==> config.mk <==
export PLATFORM = sky130hd
export DESIGN_NAME = signed_mul_seq
export DESIGN_NICKNAME = d
export VERILOG_FILES = /design/src/rtl/signed_mul_pkg.sv /design/src/rtl/neg_unit_64.sv /design/src/rtl/signed_mul_seq.sv
export SDC_FILE = /design/constraint.sdc
export NUM_CORES = 1
export LEC_CHECK = 0
export CAP_MARGIN = 0
export CORE_MARGIN = 4
export CORE_UTILIZATION = 35
export DETAILED_ROUTE_END_ITERATION = 12
export GPL_ROUTABILITY_DRIVEN = 1
export PLACE_DENSITY = 0.49
export SETUP_SLACK_MARGIN = 0.02
export SYNTH_ARGS = -nofsm -noshare
export SYNTH_HDL_FRONTEND = slang
export SYNTH_SLANG_ARGS = --single-unit
==> constraint.sdc <==
create_clock -name clk -period 3.8 [get_ports clk]
set_input_delay 0.76 -clock clk [delete_from_list [all_inputs] [get_ports clk]]
set_output_delay 0.76 -clock clk [all_outputs]
set_load 0.03 [all_outputs]
==> src/rtl/signed_mul_pkg.sv <==
// Shared types and constants for the sequential signed/unsigned multiplier.
// Holds the FSM state encoding and the fixed-latency figure for the default build.
package signed_mul_pkg;

    localparam int W_DEF       = 32;
    localparam int MUL_LATENCY = W_DEF + 4;

    typedef enum logic [2:0] {
        IDLE  = 3'd0,
        NEG_A = 3'd1,
        NEG_B = 3'd2,
        MUL   = 3'd3,
        NEG_P = 3'd4,
        DONE  = 3'd5
    } state_t;

endpackage

==> src/rtl/neg_unit_64.sv <==
// Combinational two's-complement negate, shared by every negation step of the multiplier.
module neg_unit_64 #(
    parameter int N = 64
) (
    input  logic [N-1:0] in_i,
    output logic [N-1:0] out_o
);

    assign out_o = ~in_i + {{(N-1){1'b0}}, 1'b1};

endmodule

==> src/rtl/signed_mul_seq.sv <==
// Sequential shift-add multiplier on operand magnitudes, one multiplier bit per cycle.
// Optional build macro SIGNED_MUL_EARLY_TERM_EN ends MUL once remaining multiplier bits are zero.
//
// state | meaning
// IDLE  | waiting for start; product held
// NEG_A | take magnitude of the multiplicand
// NEG_B | take magnitude of the multiplier, load bit counter
// MUL   | shift-add, LSB first
// NEG_P | apply result sign to the accumulator
// DONE  | publish product, pulse done
module signed_mul_seq
    import signed_mul_pkg::*;
#(
    parameter int W = W_DEF
) (
    input  logic           clk,
    input  logic           rst,
    input  logic           start,
    input  logic           sgn,
    input  logic [W-1:0]   a,
    input  logic [W-1:0]   b,
    output logic           busy,
    output logic           done,
    output logic [2*W-1:0] product
);

    localparam int P  = 2 * W;
    localparam int CW = $clog2(W) + 1;

    state_t          state_q;
    logic [P-1:0]    a_q;
    logic [P-1:0]    b_q;
    logic [P-1:0]    acc_q;
    logic            sgn_q;
    logic            res_neg_q;
    logic [CW-1:0]   cnt_q;
    logic            busy_q;
    logic            done_q;
    logic [P-1:0]    product_q;

    logic [P-1:0]    neg_in_d;
    logic [P-1:0]    neg_out;
    logic [P-1:0]    acc_d;
    logic            mul_last_d;

    neg_unit_64 #(.N(P)) u_neg (
        .in_i  (neg_in_d),
        .out_o (neg_out)
    );

    always_comb begin
        neg_in_d = '0;
        case (state_q)
            NEG_A:   neg_in_d = a_q;
            NEG_B:   neg_in_d = b_q;
            NEG_P:   neg_in_d = acc_q;
            default: neg_in_d = '0;
        endcase
    end

    always_comb begin
        acc_d = b_q[0] ? (acc_q + a_q) : acc_q;
`ifdef SIGNED_MUL_EARLY_TERM_EN
        // Bit 0 is consumed this cycle; stop if nothing above it can add anything.
        mul_last_d = (cnt_q == '0) || (b_q[P-1:1] == '0);
`else
        mul_last_d = (cnt_q == '0);
`endif
    end

    always_ff @(posedge clk) begin
        if (rst) begin
            state_q   <= IDLE;
            a_q       <= '0;
            b_q       <= '0;
            acc_q     <= '0;
            sgn_q     <= 1'b0;
            res_neg_q <= 1'b0;
            cnt_q     <= '0;
            busy_q    <= 1'b0;
            done_q    <= 1'b0;
            product_q <= '0;
        end else begin
            done_q <= 1'b0;
            case (state_q)
                IDLE: begin
                    if (start) begin
                        a_q       <= {{W{sgn & a[W-1]}}, a};
                        b_q       <= {{W{sgn & b[W-1]}}, b};
                        sgn_q     <= sgn;
                        res_neg_q <= sgn & (a[W-1] ^ b[W-1]);
                        acc_q     <= '0;
                        busy_q    <= 1'b1;
                        state_q   <= NEG_A;
                    end
                end
                NEG_A: begin
                    if (sgn_q && a_q[P-1]) a_q <= neg_out;
                    state_q <= NEG_B;
                end
                NEG_B: begin
                    if (sgn_q && b_q[P-1]) b_q <= neg_out;
                    cnt_q   <= CW'(W - 1);
                    state_q <= MUL;
                end
                MUL: begin
                    acc_q <= acc_d;
                    a_q   <= a_q << 1;
                    b_q   <= b_q >> 1;
                    cnt_q <= cnt_q - 1'b1;
                    if (mul_last_d) state_q <= NEG_P;
                end
                NEG_P: begin
                    if (res_neg_q) acc_q <= neg_out;
                    state_q <= DONE;
                end
                DONE: begin
                    product_q <= acc_q;
                    done_q    <= 1'b1;
                    busy_q    <= 1'b0;
                    state_q   <= IDLE;
                end
                default: state_q <= IDLE;
            endcase
        end
    end

    assign busy    = busy_q;
    assign done    = done_q;
    assign product = product_q;

endmodule

==> metrics, run 1 <==
Peak VDD IR 0.282 mV; endpoints failing hold 0; hpwl dp 50,000 um; number of max-cap violations 0; Leak 8.21 nW; chip height 237 um; Setup crit end kind register; complex-gate fraction of the synthesized area 28.7%; initial core utilization 35.5%; post-route non-filler standard cell count 3,190; cell accounting for the most synthesized area dfxtp_1; Synth top area share 29.4%; final worst slack 0.131 ns; GRT Max-Usage Layer met2; RSZ-0062 raised after global routing yes; minimum clock period 3.67 ns; Mean Syn Cell Area 7.63 sq um; Clock Power Share 27.9%; Clock Skew 0.0227 ns; IO buf count 133; via count 19,100; hold buffers post-CTS 0; Post-Place Cells 3,123; largest family of logic cells by synthesized area compound AO/OA/AOI/OAI gates; Hold Crit Class register to register; Final Max Slew Viols 0; GPL Wtd Cong 0.953; largest net degree at the start of global routing 107; Worst Path Max Fanout 4; Worst Path Arrival 4.09 ns; synth top area cells dfxtp_1 29%, a21oi_1 6.7%, nand2_1 5.4%; NetSw 5.22 mW; number of flops mapped to enable cells by yosys 0; DR WL/cell 23.0 um; Post-Synthesis Cells 2,397; status finished clean; register bit total from synthesis 269; most common cell after layout, fill and taps aside dfxtp_1; Least-Margin Pin Slew 1.04 ns; Power Density 568 mW/mm^2; Pre-Repair DR Iteration Count 5; fraction of layout cells with a size suffix above 1 10.4%; Final Setup Violations 0; CTS tree done; post-synthesis mux area share 3.09%; grt ovf 0; core area 0.0515 sq mm; CTS sink cnt 269; Clock Root Buffer clkbuf_16; Tcrit/Tclk final 96.6%; # diodes 0; Worst-path clk slew 0.06 ns; part of the power in registers 28.9%; Vias/cell 6.00; GRT Util Overall 24.9%; grt met2 use 41.7%; Area Overhead vs Synth 21.0%; Hold WS 0.453 ns; dpl ws -0.284 ns; vias in the first global route 18,700; Bufs on Longest Clock Path 3; Yosys Warn Count 0; CP Data Required Time 4.22 ns; DRC viols 0; Int Power 7.36 mW; Top FF cell, synth dfxtp_1; die area 0.0560 sq mm; Comb power frac 43.2%; Iteration-0 DRC Markers 1,500; startpoint types register; xor/xnor share of the synthesized area 5.27%; Nets 2,619; Inserted Clock Buffers 35; switching share of power 41.5%; GR Layer Usage met3 2.61%; Peak Freq 0.273 GHz; syn nets 2,532; post-route ant nets 0; Top Ports 134; Detailed Route WL 73,300 um; first-pass GRT wire length 112,000 um; Post-Synth Simple-Gate Area 23.5%; most frequent cells in the layout 266 x dfxtp_1, 261 x nand2_1, 245 x nor2_1, 244 x a21oi_1, 132 x clkdlybuf4s50_1; Cell Area, Synth 0.0183 sq mm; H-tree depth 2; Worst-Skew Late Latency 0.56 ns; met1 usage 33.4%; Max transition margin 30.9%; Fill cells 5,310; sequential fraction of the synthesis area 29.4%; antenna violations before repair 0; post-synthesis async set-or-reset flop share 0%; Synth Area in Adders 4.63%; distinct cell type count after synthesis 83; Die X 237 um; cell row count 83; critical path type register to register
[cell usage after synthesis, drive strengths merged (40+ instances only)]
| cell | instances |
|---|---|
| a211oi | 66 |
| buf | 44 |
| a21oi | 245 |
| dfxtp | 269 |
| o21ai | 118 |
| ha | 66 |
| o211ai | 54 |
| xnor2 | 69 |
| and2 | 40 |
| a22oi | 44 |
| clkbuf | 158 |
| mux2i | 53 |
| nand2 | 262 |
| nand2b | 44 |
| nor2 | 250 |
| a221oi | 102 |
| xor2 | 41 |
| nor3 | 119 |
[worst paths after layout]
path	from	endpoint	slack [ns]	cells after the start
worst max-delay path	a_q[20]$_SDFFE_PP0P_	acc_q[57]$_SDFFE_PP0P_	0.13	13
worst min-delay path	product[5]$_SDFFE_PP0P_	product[5]$_SDFFE_PP0P_	0.45	2
worst max register to register	a_q[20]$_SDFFE_PP0P_	acc_q[57]$_SDFFE_PP0P_	0.13	13
worst min register to register	product[5]$_SDFFE_PP0P_	product[5]$_SDFFE_PP0P_	0.45	2
[power groups by stage]
stage / clock (mW) / combinational, mW / sequential, mW
CTS: 3.60 / 5.28 / 3.62
floorplan: 0 / 3.57 / 3.50
detailed placement: 0 / 5.23 / 3.67
global route: 3.71 / 5.89 / 3.68
finish: 3.52 / 5.43 / 3.63
global placement: 0 / 5.21 / 3.68
[repair_timing]
item                                    4_1_cts  5_1_grt
buffers inserted                              0        3
resized for setup                             7       15
endpoints found under the setup margin       20      115
cloned                                        0        1
endpoints found under the hold margin         0        0
pin swaps                                     0        3
[routing by layer]
layer | part of all wire, % | routed length [um]
met5 | 0 | 0
met4 | 3.3 | 2400
met1 | 44 | 32300
met2 | 47 | 34500
met3 | 5.5 | 4050
[registers in the layout (all words and copies together), names as in the netlist]
register / cells
done: 1
b_q: 64
a_q: 64
res_neg_q: 1
acc_q: 64
sgn_q: 1
product: 64
busy: 1
cnt_q: 6
state_q: 3
[kinds of logic after synthesis]
family / count (synthesis)
flip-flops: 269
AND/OR/NAND/NOR: 880
adder cells (fa/ha/maj): 67
XOR/XNOR: 110
multiplexers: 56
buffers and inverters: 238
AO/OA/AOI/OAI: 777
[layout make-up]
type | count | area (sq um) | area share, %
timing repair buffer | 252 | 2440 | 11.0
clock buffer | 47 | 1030 | 4.68
tap | 680 | 851 | 3.84
clock inverter | 16 | 165 | 0.746
inverter | 36 | 135 | 0.611
sequential | 269 | 5390 | 24.4
multi-input combinational | 1890 | 12100 | 54.7
[through the flow]
stage	power (mW)	utilization [%]	cell area, sq um	setup TNS, ns
floorplan	7.07	-	18300	0
global placement	8.89	40.3	20800	-0.892
CTS	12.5	42.7	22000	0
global route	13.3	43.0	22100	0
finish	12.6	43.0	22100	0
detailed placement	8.90	40.3	20800	-1.23
[worst max-delay path, stage by stage (launching register included)]
cell	delay, ns
dfxtp_1	0.43
ha_1	0.28
a21oi_1	0.26
o21ai_1	0.18
or2_2	0.35
a311oi_4	0.38
buf_4	0.20
o31a_1	0.17
o21ai_0	0.10
buf_4	0.18
a41o_1	0.35
a41oi_2	0.32
mux2i_1	0.25
a211oi_1	0.09
Note: power is estimated with default switching activity, not from simulation.
==> inputs of run 2 (changes only) <==
SYNTH_HIERARCHICAL = 1   (was default)
==> metrics, run 2 <==
chip height 235 um (-0.72%); RSZ-0062 raised after global routing yes; # diodes 0 (unchanged); cell row count 82 (-1.2%); startpoint types register; Worst Path Max Fanout 10 (+6); Setup crit end kind register; largest net degree at the start of global routing 88 (-18%); Peak Freq 0.264 GHz (-3.2%); vias in the first global route 18,900 (+0.93%); sequential fraction of the synthesis area 29.9% (+0.45 points); grt ovf 0 (unchanged); critical path type register to register; Nets 2,745 (+4.8%); register bit total from synthesis 269 (unchanged); distinct cell type count after synthesis 74 (-11%); GRT Util Overall 24.4% (-0.48 points); Layout Utilization 45.5% (+2.5 points); die area 0.0552 sq mm (-1.4%); hpwl dp 49,700 um (-0.67%); Area Overhead vs Synth 27.5%; Worst-Skew Late Latency 0.57 ns (about the same); Power Density 569 mW/mm^2 (+0.12%); Int Power 7.81 mW (+6.1%); hold buffers post-CTS 0 (unchanged); most common cell after layout, fill and taps aside nand2_1; Worst Path Arrival 4.20 ns (+0.11 ns); Power, Total 13.1 mW (+3.9%); GPL Wtd Cong 0.941 (-1.3%); Worst-path clk slew 0.06 ns (about the same); NetSw 5.25 mW (+0.70%); Comb power frac 45.7% (+2.5 points); syn nets 2,560 (+1.1%); Inserted Clock Buffers 36 (+2.9%); Fill cells 5,182 (-2.4%); post-route ant nets 0 (unchanged); antenna violations before repair 0 (unchanged); Cell Area, Synth 0.0180 sq mm (-1.5%); part of the power in registers 26.9% (-2.0 points); Hold Crit Class register to register; first-pass GRT wire length 111,000 um (-1.2%); CP Data Required Time 4.21 ns (about the same); CTS tree done; Synth top area share 29.9% (+0.45 points); Peak VDD IR 0.311 mV (+10%); dpl ws -0.0448 ns (+0.239 ns); Clock Power Share 27.5% (-0.4 points); Detailed Route WL 72,400 um (-1.2%); most frequent cells in the layout 397 x nand2_1, 266 x dfxtp_1, 254 x a21oi_1, 194 x nor2_1, 189 x buf_4; Die X 235 um (-0.72%); switching share of power 40.2% (-1.3 points); met1 usage 32.7% (-0.71 points); Bufs on Longest Clock Path 3 (unchanged); Leak 8.52 nW (+3.8%); Final Setup Violations 0 (unchanged); final worst slack 0.00870 ns (-0.122 ns); GR Layer Usage met3 3.22% (+0.62 points); initial core utilization 35.7% (+0.18 points); cell accounting for the most synthesized area dfxtp_1; Mean Syn Cell Area 7.43 sq um (-2.6%); Clock Skew 0.0249 ns (+0.00220 ns); post-synthesis async set-or-reset flop share 0% (unchanged); Fin Setup TNS 0 ns (unchanged); top-count cell post-synth nand2_1; core area 0.0505 sq mm (-2.0%); via count 19,100 (-0.14%); Clock Root Buffer clkbuf_16; minimum clock period 3.79 ns (+0.122 ns); number of flops mapped to enable cells by yosys 0 (unchanged); grt met2 use 41.2% (-0.49 points); GRT Max-Usage Layer met2; status finished clean; Top FF cell, synth dfxtp_1; Post-Synthesis Cells 2,425 (+1.2%); Pre-Repair DR Iteration Count 6 (+1); hold depth 2 (unchanged); Least-Margin Pin Slew 1.04 ns (+0.00374 ns); number of max-cap violations 0 (unchanged); H-tree depth 2 (unchanged); Iteration-0 DRC Markers 1,423 (-5.1%); DRC viols 0 (unchanged); DR WL/cell 21.9 um (-4.8%); Final Max Slew Viols 0 (unchanged); fraction of layout cells with a size suffix above 1 15.1% (+4.7 points); Max transition margin 30.7% (-0.25 points); IO buf count 133 (unchanged); Vias/cell 5.77 (-3.7%); synth top area cells dfxtp_1 30%, nand2_1 8.3%, a21oi_1 7.2%; cells on worst reg2reg path 14 (+1); Top Ports 134 (unchanged); Tcrit/Tclk final 99.8% (+3.2 points); Synth top cells by count 397 x nand2_1, 269 x dfxtp_1, 260 x a21oi_1, 198 x nor2_1, 165 x clkbuf_1; endpoints failing hold 0 (unchanged); CTS sink cnt 269 (unchanged); Yosys Warn Count 6 (+6)
[run 2: metrics by stage]
| step | cell area (sq um) | hold WS [ns] | std cells |
|---|---|---|---|
| floorplan | 18200 | 0.443 | 2425 |
| global placement | 21300 | 0.443 | 3235 |
| detailed placement | 21300 | 0.449 | 3235 |
| CTS | 22500 | 0.457 | 3300 |
| global route | 23000 | 0.471 | 3309 |
| finish | 23000 | 0.452 | 3309 |
[run 2: power groups by stage]
stage / clock network, mW / logic [mW] / registers (mW)
4_1_cts: 3.68 / 5.60 / 3.50
2_1_floorplan: 0 / 3.61 / 3.44
5_1_grt: 3.79 / 6.44 / 3.55
6_report: 3.59 / 5.96 / 3.51
3_3_place_gp: 0 / 5.51 / 3.57
3_5_place_dp: 0 / 5.53 / 3.56
[run 2: kinds of logic (layout without fill, tap and decap cells)]
family | Yosys count | count (layout) | share of synthesized area (%)
buffers and inverters | 233 | 444 | 5.42
flip-flops | 269 | 269 | 29.9
multiplexers | 98 | 98 | 5.67
XOR/XNOR | 115 | 115 | 5.59
AO/OA/AOI/OAI | 708 | 708 | 25.3
adder cells (fa/ha/maj) | 67 | 67 | 4.70
AND/OR/NAND/NOR | 935 | 936 | 23.5
[run 2: final cells by class]
class	instances	area, sq um	area share [%]
inverters	29	109	0.474
clock buffers	52	1010	4.41
well taps	672	841	3.66
flip-flops and latches	269	5390	23.5
clock inverters	13	206	0.899
multi-input cells	1924	12100	52.9
repair buffers	350	3260	14.2
[run 2: metal layers]
metal / share of wire (%) / vias to the layer above
met5: 0 / -
met4: 2.8 / 0
met3: 5.3 / 115
met2: 47 / 625
met1: 45 / 9210
li1: - / 9157
[run 2: timing repair]
action                                  4_1_cts  5_1_grt
cloned                                        0        5
buffers inserted                              0        4
resized for setup                             6       63
pin swaps                                     4       14
endpoints found under the setup margin        9      110
[run 2: worst max-delay path: stages, from the launching register on]
cell and delay [ns]:
dfxtp_2 0.33, nor2b_4 0.14, buf_12 0.14, buf_6 0.13
a22oi_2 0.20, o21ai_2 0.08, or4_4 0.55, or4_4 0.49
or4_4 0.62, buf_6 0.17, nor4_4 0.17, xnor2_2 0.15
mux2_4 0.29, a21oi_2 0.12, nor3_1 0.06
[run 2: final timing paths]
path,to,start,slack (ns)
setup / recovery,b_q[56]$_SDFFE_PP0P_,state_q[2]$_SDFFE_PP0P_,0.009
hold / removal,product[2]$_SDFFE_PP0P_,product[2]$_SDFFE_PP0P_,0.45
setup reg to reg,b_q[56]$_SDFFE_PP0P_,state_q[2]$_SDFFE_PP0P_,0.009
hold reg to reg,product[2]$_SDFFE_PP0P_,product[2]$_SDFFE_PP0P_,0.45
==> inputs of run 3 (changes only) <==
RECOVER_POWER = 25   (was default)
==> metrics, run 3 (same netlist as run 2, synthesis figures left out) <==
status finished clean; cells on worst reg2reg path 14 (unchanged); final worst slack 0.0126 ns (+0.00392 ns); initial core utilization 35.7% (unchanged); Clock Root Buffer clkbuf_16; die area 0.0552 sq mm (unchanged); Worst Min Path Start product[2]$_SDFFE_PP0P_; via count 19,100 (+0.026%); hold depth 2 (unchanged); Iteration-0 DRC Markers 1,410 (-0.91%); Clock Skew 0.0252 ns (+0.000332 ns); reg2reg setup slack 0.01 ns (about the same); hold buffers post-CTS 0 (unchanged); Final Setup Violations 0 (unchanged); Pre-Repair DR Iteration Count 5 (-1); worst r2r dst b_q[56]$_SDFFE_PP0P_; post-route non-filler standard cell count 3,309 (unchanged); number of max-cap violations 0 (unchanged); post-route ant nets 0 (unchanged); DR WL/cell 21.9 um (about the same); DRC viols 0 (unchanged); dpl ws -0.0448 ns (unchanged); critical path type register to register; Bufs on Longest Clock Path 3 (unchanged); Peak Freq 0.264 GHz (+0.10%); Setup crit end kind register; Vias/cell 5.78 (about the same); first-pass GRT wire length 111,000 um (unchanged); CTS tree done; Worst-path clk slew 0.06 ns (about the same); Nets 2,745 (unchanged); startpoint types register; Peak VDD IR 0.311 mV (about the same); Least-Margin Pin Slew 1.02 ns (-0.0214 ns); minimum clock period 3.79 ns (-0.00392 ns); Max transition margin 32.1% (+1.4 points); CTS sink cnt 269 (unchanged); core area 0.0505 sq mm (unchanged); # diodes 0 (unchanged); cell row count 82 (unchanged); Fin Setup TNS 0 ns (unchanged); RSZ-0062 raised after global routing yes; Detailed Route WL 72,400 um (about the same); most frequent cells in the layout 397 x nand2_1, 266 x dfxtp_1, 254 x a21oi_1, 194 x nor2_1, 188 x buf_4; endpoints failing hold 0 (unchanged); Power, Total 13.1 mW (about the same); most common cell after layout, fill and taps aside nand2_1; Top Ports 134 (unchanged); Power Density 569 mW/mm^2 (about the same); CP Data Required Time 4.21 ns (about the same); Area Overhead vs Synth 27.4% (about the same); IO buf count 133 (unchanged); Inserted Clock Buffers 36 (unchanged); chip height 235 um (unchanged); worst r2r src state_q[2]$_SDFFE_PP0P_; Die X 235 um (unchanged); GPL Wtd Cong 0.941 (unchanged); largest net degree at the start of global routing 88 (unchanged); H-tree depth 2 (unchanged); Final Max Slew Viols 0 (unchanged); GRT Util Overall 24.4% (unchanged); Tcrit/Tclk final 99.7% (-0.10 points); Worst Path Max Fanout 10 (unchanged); antenna violations before repair 0 (unchanged); Leak 8.52 nW (about the same); fraction of layout cells with a size suffix above 1 15.1% (-0.038 points); vias in the first global route 18,900 (unchanged); WHS Endpoint product[2]$_SDFFE_PP0P_; Worst-Skew Late Latency 0.57 ns (about the same); Worst Path Arrival 4.20 ns (about the same); Hold Crit Class register to register; grt ovf 0 (unchanged); hpwl dp 49,700 um (unchanged); Post-Place Cells 3,235 (unchanged)
==> run 3: metal layers <==
layer  global-route usage (%)  vias to the layer above  wire length (um)
met3                     3.22                      118              3450
met5                        0                        -                 0
li1                         -                     9161                 -
met1                     32.7                     9241             33000
met4                     6.93                        0              2000
met2                     41.2                      592             34000
==> run 3: worst max-delay path by stage <==
stage,startpoint,end,slack [ns],cells past startpoint
after floorplan,state_q[1]$_SDFFE_PP0P_,b_q[36]$_SDFFE_PP0P_,-0.03,16
after global placement,state_q[2]$_SDFFE_PP0P_,b_q[51]$_SDFFE_PP0P_,-0.04,15
after detailed placement,state_q[2]$_SDFFE_PP0P_,b_q[57]$_SDFFE_PP0P_,-0.04,14
after CTS,state_q[2]$_SDFFE_PP0P_,acc_q[50]$_SDFFE_PP0P_,0.02,19
after global routing,state_q[2]$_SDFFE_PP0P_,b_q[56]$_SDFFE_PP0P_,-0.09,14
final,state_q[2]$_SDFFE_PP0P_,b_q[56]$_SDFFE_PP0P_,0.01,14
==> run 3: what timing repair did <==
| action | in CTS | in global routing |
|---|---|---|
| gates resized for setup | 6 | 63 |
| buffers inserted | 0 | 4 |
| endpoints found under the hold margin | 0 | 0 |
| pin swaps | 4 | 14 |
| gates cloned | 0 | 5 |
| setup endpoints to repair | 9 | 110 |
==> run 3: critical path, stage by stage, from the launching register on <==
cell	delay (ns)
dfxtp_2	0.34
nor2b_4	0.14
buf_12	0.14
buf_6	0.13
a22oi_2	0.20
o21ai_2	0.08
or4_4	0.55
or4_4	0.49
or4_4	0.62
buf_6	0.17
nor4_4	0.17
xnor2_2	0.15
mux2_4	0.29
a21oi_2	0.12
nor3_1	0.05
==> run 3: power by group <==
part           total, mW  switching, mW  leakage (nW)  internal, mW
Clock               3.59           1.39         0.588          2.20
Sequential          3.51          0.361          2.20          3.15
Combinational       5.97           3.51          5.72          2.46
Total               13.1           5.26          8.52          7.81
==> run 3: stage by stage <==
stage	hold slack (ns)	utilization [%]	cell area, sq um
global placement	0.443	42.1	21300
detailed placement	0.449	42.1	21300
finish	0.453	45.5	23000
CTS	0.457	44.6	22500
floorplan	0.443	-	18200
global route	0.471	45.5	23000
==> run 3: cell type report <==
type	instances	area, sq um
Fill cell	5182	27500
Multi-Input combinational cell	1924	12100
Sequential cell	269	5390
Timing Repair Buffer	350	3250
Clock buffer	52	1010
Tap cell	672	841
Clock inverter	13	206
Inverter	29	109
